[src/rtl/alu_seq_pkg.sv]
// Shared types and constants for the ALU op sequencer.
package alu_seq_pkg;

  typedef enum logic [1:0] {
    S_IDLE  = 2'd0,
    S_PASS1 = 2'd1,
    S_PASS2 = 2'd2,
    S_DONE  = 2'd3
  } state_t;

  // Macro opcodes (0x0-0x7 map straight onto an ALU op)
  localparam logic [3:0] OP_LDI = 4'd8;
  localparam logic [3:0] OP_SUB = 4'd9;
  localparam logic [3:0] OP_NOP = 4'd10;

  // ALU op selects
  localparam logic [2:0] ALU_ADD  = 3'b000;
  localparam logic [2:0] ALU_INC  = 3'b001;
  localparam logic [2:0] ALU_NEGA = 3'b010;
  localparam logic [2:0] ALU_NEGB = 3'b011;

  // Anything above NOP is unassigned
  function automatic logic is_illegal(input logic [3:0] op);
    return op > OP_NOP;
  endfunction

endpackage

[src/rtl/alu_seq_regfile.sv]
// NREGS x WIDTH register file: one sync write port, two operand reads, one debug read.
module alu_seq_regfile #(
  parameter int WIDTH = 4,
  parameter int NREGS = 4,
  parameter int AW    = $clog2(NREGS)
) (
  input  logic             clk,
  input  logic             reset,
  input  logic             we,
  input  logic [AW-1:0]    waddr,
  input  logic [WIDTH-1:0] wdata,
  input  logic [AW-1:0]    raddr_a,
  output logic [WIDTH-1:0] rdata_a,
  input  logic [AW-1:0]    raddr_b,
  output logic [WIDTH-1:0] rdata_b,
  input  logic [AW-1:0]    dbg_addr,
  output logic [WIDTH-1:0] dbg_data
);

  logic [NREGS-1:0][WIDTH-1:0] rf;

  // Storage: cleared on reset, single write per cycle
  always_ff @(posedge clk) begin
    if (reset) rf <= '0;
    else if (we) rf[waddr] <= wdata;
  end

  assign rdata_a  = rf[raddr_a];
  assign rdata_b  = rf[raddr_b];
  assign dbg_data = rf[dbg_addr];

endmodule

[src/rtl/alu_op_sequencer.sv]
// Sequences an external combinational ALU from a macro-command stream.
// SUB is expanded into NEGB then ADD through a scratch register.
module alu_op_sequencer
  import alu_seq_pkg::*;
#(
  parameter int WIDTH = 4,
  parameter int NREGS = 4,
  parameter int AW    = $clog2(NREGS)
) (
  input  logic             clk,
  input  logic             reset,
  input  logic             cmd_valid,
  output logic             cmd_ready,
  input  logic [3:0]       cmd_op,
  input  logic [AW-1:0]    cmd_dst,
  input  logic [AW-1:0]    cmd_srca,
  input  logic [AW-1:0]    cmd_srcb,
  input  logic [WIDTH-1:0] cmd_imm,
  output logic [WIDTH-1:0] alu_a,
  output logic [WIDTH-1:0] alu_b,
  output logic [2:0]       alu_op,
  input  logic [WIDTH-1:0] alu_r,
  input  logic             alu_cout,
  output logic             done,
  output logic [WIDTH-1:0] result,
  output logic             flag_z,
  output logic             flag_c,
  output logic             err,
  input  logic [AW-1:0]    dbg_addr,
  output logic [WIDTH-1:0] dbg_data
);

  state_t           state, nstate;
  logic [3:0]       c_op;
  logic [AW-1:0]    c_dst, c_srca, c_srcb;
  logic [WIDTH-1:0] c_imm, tmp;
  logic [WIDTH-1:0] rdata_a, rdata_b, wdata;
  logic             we, wc, tmp_we, xfer;

  assign cmd_ready = (state == S_IDLE);
  assign xfer      = cmd_valid & cmd_ready;
  assign done      = (state == S_DONE);
  assign err       = done & is_illegal(c_op);

  alu_seq_regfile #(.WIDTH(WIDTH), .NREGS(NREGS), .AW(AW)) u_rf (
    .clk      (clk),
    .reset    (reset),
    .we       (we),
    .waddr    (c_dst),
    .wdata    (wdata),
    .raddr_a  (c_srca),
    .rdata_a  (rdata_a),
    .raddr_b  (c_srcb),
    .rdata_b  (rdata_b),
    .dbg_addr (dbg_addr),
    .dbg_data (dbg_data)
  );

  // Next state, ALU drive and writeback selection
  always_comb begin
    nstate = state;
    alu_a  = '0;
    alu_b  = '0;
    alu_op = ALU_ADD;
    we     = 1'b0;
    wdata  = alu_r;
    wc     = alu_cout;
    tmp_we = 1'b0;
    case (state)
      S_IDLE: begin
        // ALU ops, LDI and SUB need a pass; NOP/illegal retire immediately
        if (cmd_valid) nstate = (cmd_op <= OP_SUB) ? S_PASS1 : S_DONE;
      end
      S_PASS1: begin
        alu_a = rdata_a;
        alu_b = rdata_b;
        if (c_op == OP_SUB) begin
          alu_op = ALU_NEGB;
          tmp_we = 1'b1;
          nstate = S_PASS2;
        end else begin
          alu_op = c_op[2:0];
          we     = 1'b1;
          nstate = S_DONE;
          if (c_op == OP_LDI) begin
            wdata = c_imm;
            wc    = 1'b0;
          end
        end
      end
      S_PASS2: begin
        // srca is re-read here; dst is only written at the end of this pass
        alu_a  = rdata_a;
        alu_b  = tmp;
        alu_op = ALU_ADD;
        we     = 1'b1;
        nstate = S_DONE;
      end
      S_DONE:  nstate = S_IDLE;
      default: nstate = S_IDLE;
    endcase
  end

  // State, latched command, scratch and flag registers
  always_ff @(posedge clk) begin
    if (reset) begin
      state  <= S_IDLE;
      c_op   <= '0;
      c_dst  <= '0;
      c_srca <= '0;
      c_srcb <= '0;
      c_imm  <= '0;
      tmp    <= '0;
      result <= '0;
      flag_z <= 1'b1;
      flag_c <= 1'b0;
    end else begin
      state <= nstate;
      if (xfer) begin
        c_op   <= cmd_op;
        c_dst  <= cmd_dst;
        c_srca <= cmd_srca;
        c_srcb <= cmd_srcb;
        c_imm  <= cmd_imm;
      end
      if (tmp_we) tmp <= alu_r;
      if (we) begin
        result <= wdata;
        flag_z <= (wdata == '0);
        flag_c <= wc;
      end
    end
  end

endmodule

[config.mk]
export PLATFORM = sky130hd
export DESIGN_NAME = alu_op_sequencer
export DESIGN_NICKNAME = d
export VERILOG_FILES = /design/src/rtl/alu_seq_pkg.sv /design/src/rtl/alu_seq_regfile.sv /design/src/rtl/alu_op_sequencer.sv
export SDC_FILE = /design/constraint.sdc
export NUM_CORES = 1
export LEC_CHECK = 0
export ABC_AREA = 0
export ABC_CLOCK_PERIOD_IN_PS = 4200
export CORE_UTILIZATION = 54
export CTS_CLUSTER_SIZE = 24
export DETAILED_ROUTE_END_ITERATION = 12
export GPL_TIMING_DRIVEN = 0
export MAX_ROUTING_LAYER = met4
export PLACE_DENSITY_LB_ADDON = 0.25
export SETUP_SLACK_MARGIN = 0.5
export SYNTH_ARGS = -nofsm -noshare
export SYNTH_HDL_FRONTEND = slang
export SYNTH_SLANG_ARGS = --single-unit
[constraint.sdc]
create_clock -name clk -period 4.2 [get_ports clk]
set_input_delay 0.42 -clock clk [delete_from_list [all_inputs] [get_ports clk]]
set_output_delay 0.42 -clock clk [all_outputs]
set_load 0.02 [all_outputs]
# Word level (Yosys, flattened, before mapping)
# Cells that the tools add are included.
# totals
out_inout_bits	24
regBits	42
elab_cells	60
in_bits	24
# classes
reduce_logical	4
bitwise_logic	2
n_mux	27
magnitude_cmp	7
eq_ne	6
# op_table
operator	n
$mux 4	8
$bmux 4 s2	3
$bwmux 16	1
$lt 2x3->1 const B	4
$demux 4 s2	1
$eq 4x4->1 const B	2
$pmux 2 s4	1
$pmux 4 s2	1
$mux 1	7
$mux 3	2
$eq 2x2->1 const B	2
$gt 4x4->1 const B	1
$le 4x4->1 const B	1
$logic_not 4->1	1
$mux 2	2
$and 1x1->1	2
$eq 2x1->1 const B	1
$ge 2x1->1 const B	1
$logic_not 2->1	1
$ne 2x2->1 const B	1
$pmux 1 s2	1
$reduce_or 2->1	1
$logic_and 1x1->1	1

# Depth between registers and ports, before layout
# depth
depth_word	5
mapped_depth	8
ltp_nobuf	6

# By module
# Synthesis repeated with hierarchy kept, for this count alone.
# unflattened
hier_cells	219
area_unflattened_um2	2194.6
# by_module_without_submodules
mod	seq_area_each_um2	area_each_um2	instances	cells_each
alu_op_sequencer	520.5	1242.4	1	149
alu_seq_regfile	320.3	952.2	1	70

# Least setup slack after synthesis
# No wires, ideal clock.
# synth_path
path_type	flip-flop to output port
startpoint	register state[1]
endpoint	output alu_op[1]
path_buffers	2
stages_incl_launch_ff	8
t_required_ps	3780
setup_slack_ps	2255
t_arrival_ps	1525
path_cell_list	dfxtp_1 -> inv_1 -> ha_1 -> buf_4 -> and2_1 -> and2_1 -> clkbuf_1 -> a21o_1
# synth_via
elab_chain_cells	2
# synth_rtl
element	line	source
start, declared	alu_op_sequencer.sv:33	state_t state, nstate;
start signal, assigned	alu_op_sequencer.sv:118	state <= nstate;
$eq 2x1->1	alu_op_sequencer.sv:69	case (state)
$mux 3	alu_op_sequencer.sv:69	
end, declared	alu_op_sequencer.sv:21	output logic [2:0] alu_op,
# Every way passes these cells.

# Worst setup path in the final report
# Same ends and word-level chain as after synthesis.

==> impl_metrics.tcl <==
set metrics [dict create \
    status "finished, final reports clean" \
    synthAdderAreaFrac_pct 2.35 \
    ys_seq_area_share_pct 39.4 \
    ys_warn_count 0 \
    nNetsFinal 303 \
    numCtsBuffers 5 \
    coreArea_sq_um 3720 \
    crit_family "buffers and inverters" \
    worst_path_max_delay_cell "clkdlybuf4s50_1" \
    worstSetupPathType "flop to output port" \
    synth_top_family_by_area "compound AO/OA/AOI/OAI gates" \
    dpl_cell_area_sq_um 2650 \
    crit_required_ns 3.78 \
    clock-sinks 42 \
    totalWireLength_mm 5.24 \
    gp_congestion 0.892 \
    htree_levels 2 \
    synth-main-ff-cell "dfxtp_1" \
    grt.overflow.total 0 \
    setup-violations-final 0 \
    synth_simple_gate_area_share_pct 18.1 \
    grt_pass1_vias 1835 \
    rr_worst_depth 6 \
    critPathCapture "alu_op[1]" \
    r2r_end "u_rf.rf[10]" \
    critical_path_depth 8 \
    cts_tree "done" \
    drc_errors 0 \
    n_fill_cell 278 \
    synthArstFlopShare_pct 0 \
    worstHoldStart "c_imm[2]" \
    ant_nets 0 \
    finalCritPeriodShare_pct 66.8 \
    ys_seq_elements 42 \
    yosys-mux-area-fraction_pct 16.9 \
    vias 1881 \
    hold_buffers 0 \
    dp_hpwl_mm 3.81 \
    place_ws_ns 1.62 \
    holdPathStages 2 \
    rsz0062_at_grt "no" \
    max_stage_delay_ns 0.53 \
    io_buffers 46 \
    viasPerCell 5.81 \
    pwr_density_cell_nw_per_um2 562 \
    drive_gt1_share_pct 10.5 \
    rows 22 \
    clk_latency_ns 0.30 \
    leakage_uw 0.000989 \
    io_pins 48 \
    yosysUniqueCellTypes 31 \
    crit_buf_inv 4 \
    n_antenna_cell 0 \
    synth_area_per_cell_sq_um 9.61 \
    grt_first_pass_wirelength_mm 8.83 \
    synth_xor_area_share_pct 0 \
    cpMostUsedCell "and2_1" \
    placed_cells 316 \
    max-slew-margin-rel_pct 58.7 \
    drv_cap 0 \
    syn_area_sq_um 2130 \
    die_w_microns 64.9 \
    die_area_sq_um 4210 \
    seqCellArea_sq_um 841 \
    clk_pin_slew_ns 0.08 \
    p_sw_uw 563 \
    rrSetupSlack_ns 2.16 \
    fin_crit_ns 2.81 \
    cts-root-buf "clkbuf_8" \
    drt-pass1-iter-count 4 \
    syn_nets 250 \
    final_area_sq_um 2790 \
    hp-class "flop to flop" \
    worst_pin_slew_ns 0.602 \
    cp_max_fo 10 \
    synth_edf_count 0 \
    hold_viol 0 \
    finClkSkew_ns 0.0102 \
    power_frac_seq_pct 35.2 \
    p_int_uw 1010 \
    antenna_found_initial 0 \
    crit_start "state[1]" \
    syn2layout_area_growth_pct 30.9 \
    drv_slew 0 \
    endpoint_kind "output port" \
    syn_inst 222 \
    cts-resized-gates 0 \
    setup_slack_ns 1.39 \
    fin_cells 324 \
    grt_max_degree 15 \
    p_comb_share_pct 40.4 \
    synth_compound_area_share_pct 19.5 \
    cp.arrival_ns 2.39 \
    p_clk_share_pct 24.4 \
    finalSetupTns_ns 0 \
    crit_path_start_kind "flop" \
    cts_setup_buffers 0 \
    fmax_mhz 356 \
    multi_input_area_sq_um 1210 \
    clk_path_buf_depth 2 \
    grt_use_total_pct 29.1 \
    r2r_start "state[1]" \
    routedWlPerCell_microns 16.2 \
    vdd_drop_max_mv 0.366 \
    crit_chain "inv_1 > ha_1 > buf_4 > and2_1 > and2_1 > clkbuf_1 > a21o_1 > clkdlybuf4s50_1" \
    die_y_microns 64.9 \
    swShare_pct 35.9 \
    first_iter_violations 118 \
    start_util_pct 57.4 \
]
## sequential cells by signal, summed over array words and instances, names as in the netlist
| name | flops |
|---|---|
| u_rf.rf | 16 |
| result | 4 |
| c_srca | 2 |
| c_imm | 4 |
| tmp | 4 |
| flag_c | 1 |
| c_srcb | 2 |
| c_dst | 2 |
| c_op | 4 |
| state | 2 |
| flag_z | 1 |
## cell usage in the layout (no fill, tap or decap), types with 2 or more instances in the layout
| cell | instances |
|---|---|
| bufinv_16 | 2 |
| buf_4 | 2 |
| dfxtp_1 | 42 |
| a21oi_1 | 20 |
| nor2b_1 | 5 |
| nand2_1 | 32 |
| mux2i_1 | 9 |
| nor2_1 | 24 |
| mux4_2 | 12 |
| a211oi_1 | 21 |
| inv_1 | 3 |
| clkdlybuf4s50_1 | 46 |
| clkbuf_8 | 5 |
| nand4b_1 | 2 |
| o41ai_4 | 3 |
| nor3_1 | 2 |
| nor4_1 | 2 |
| inv_2 | 2 |
| o211ai_1 | 2 |
| ha_1 | 4 |
| clkbuf_1 | 12 |
| a22oi_1 | 4 |
| and2_1 | 8 |
## through the flow
| step | utilization (%) | total power (uW) | hold slack, ns |
|---|---|---|---|
| after CTS | 75.1 | 1570 | 0.483 |
| after detailed placement | 71.4 | 1190 | 0.475 |
| after global placement | 71.4 | 1170 | 0.465 |
| after global routing | 75.1 | 1670 | 0.505 |
| final | 75.1 | 1570 | 0.481 |
| after floorplan | - | 969 | 0.448 |
## Yosys cell counts, types with 2 or more instances
| cell type | number | area share [%] |
|---|---|---|
| nand2_1 | 32 | 5.6 |
| and2_1 | 8 | 2.3 |
| buf_4 | 2 | 0.70 |
| a211oi_1 | 21 | 7.4 |
| nor2b_1 | 5 | 1.5 |
| o211ai_1 | 2 | 0.70 |
| a21oi_1 | 20 | 4.7 |
| nor2_1 | 24 | 4.2 |
| ha_1 | 4 | 2.3 |
| inv_2 | 2 | 0.35 |
| mux4_2 | 12 | 13 |
| nor4_1 | 2 | 0.59 |
| mux2i_1 | 9 | 4.2 |
| nor3_1 | 2 | 0.47 |
| dfxtp_1 | 42 | 39 |
| a22oi_1 | 4 | 1.4 |
| inv_1 | 3 | 0.53 |
| nand4b_1 | 2 | 0.82 |
| o41ai_4 | 3 | 3.9 |
| clkbuf_1 | 12 | 2.1 |
## cell type report
cell class,instances,area share (%)
clock inverters,3,2.47
multi-input cells,161,43.5
clock buffers,5,2.47
repair buffers,46,16.5
well taps,48,2.15
plain buffers,14,2.15
inverters,5,0.672
flip-flops and latches,42,30.1
## how the worst min path moves through the flow
stage and end:
6_report c_imm[2], 4_1_cts flag_z, 3_3_place_gp c_imm[3], 3_5_place_dp c_imm[2]
2_1_floorplan c_imm[3], 5_1_grt c_imm[2]
## tightest hold or removal path: stages, from the launching register on
cell and delay, ns:
dfxtp_1 0.33, nand2_1 0.06, a21oi_1 0.05
## cell families after synthesis
| logic type | after synthesis |
|---|---|
| adders and majority gates | 4 |
| and+or+nand+nor | 82 |
| AOI/OAI and AO/OA | 54 |
| buffers and inverters | 19 |
| muxes | 21 |
| DFF | 42 |
## routing by layer
layer	routed length [microns]	global-route usage, %	share of wire, %
met5	0	-	0
met1	2170	35.3	41
met2	2590	48.2	49
met4	65	10.0	1.2
met3	416	5.63	7.9
## power by group through the flow
stage	clock [uW]	combinational (uW)	sequential [uW]
floorplan	0	406	563
global placement	0	617	552
detailed placement	0	628	558
CTS	384	634	550
global route	404	700	563
finish	383	634	552
(Power assumes the default switching activity.)
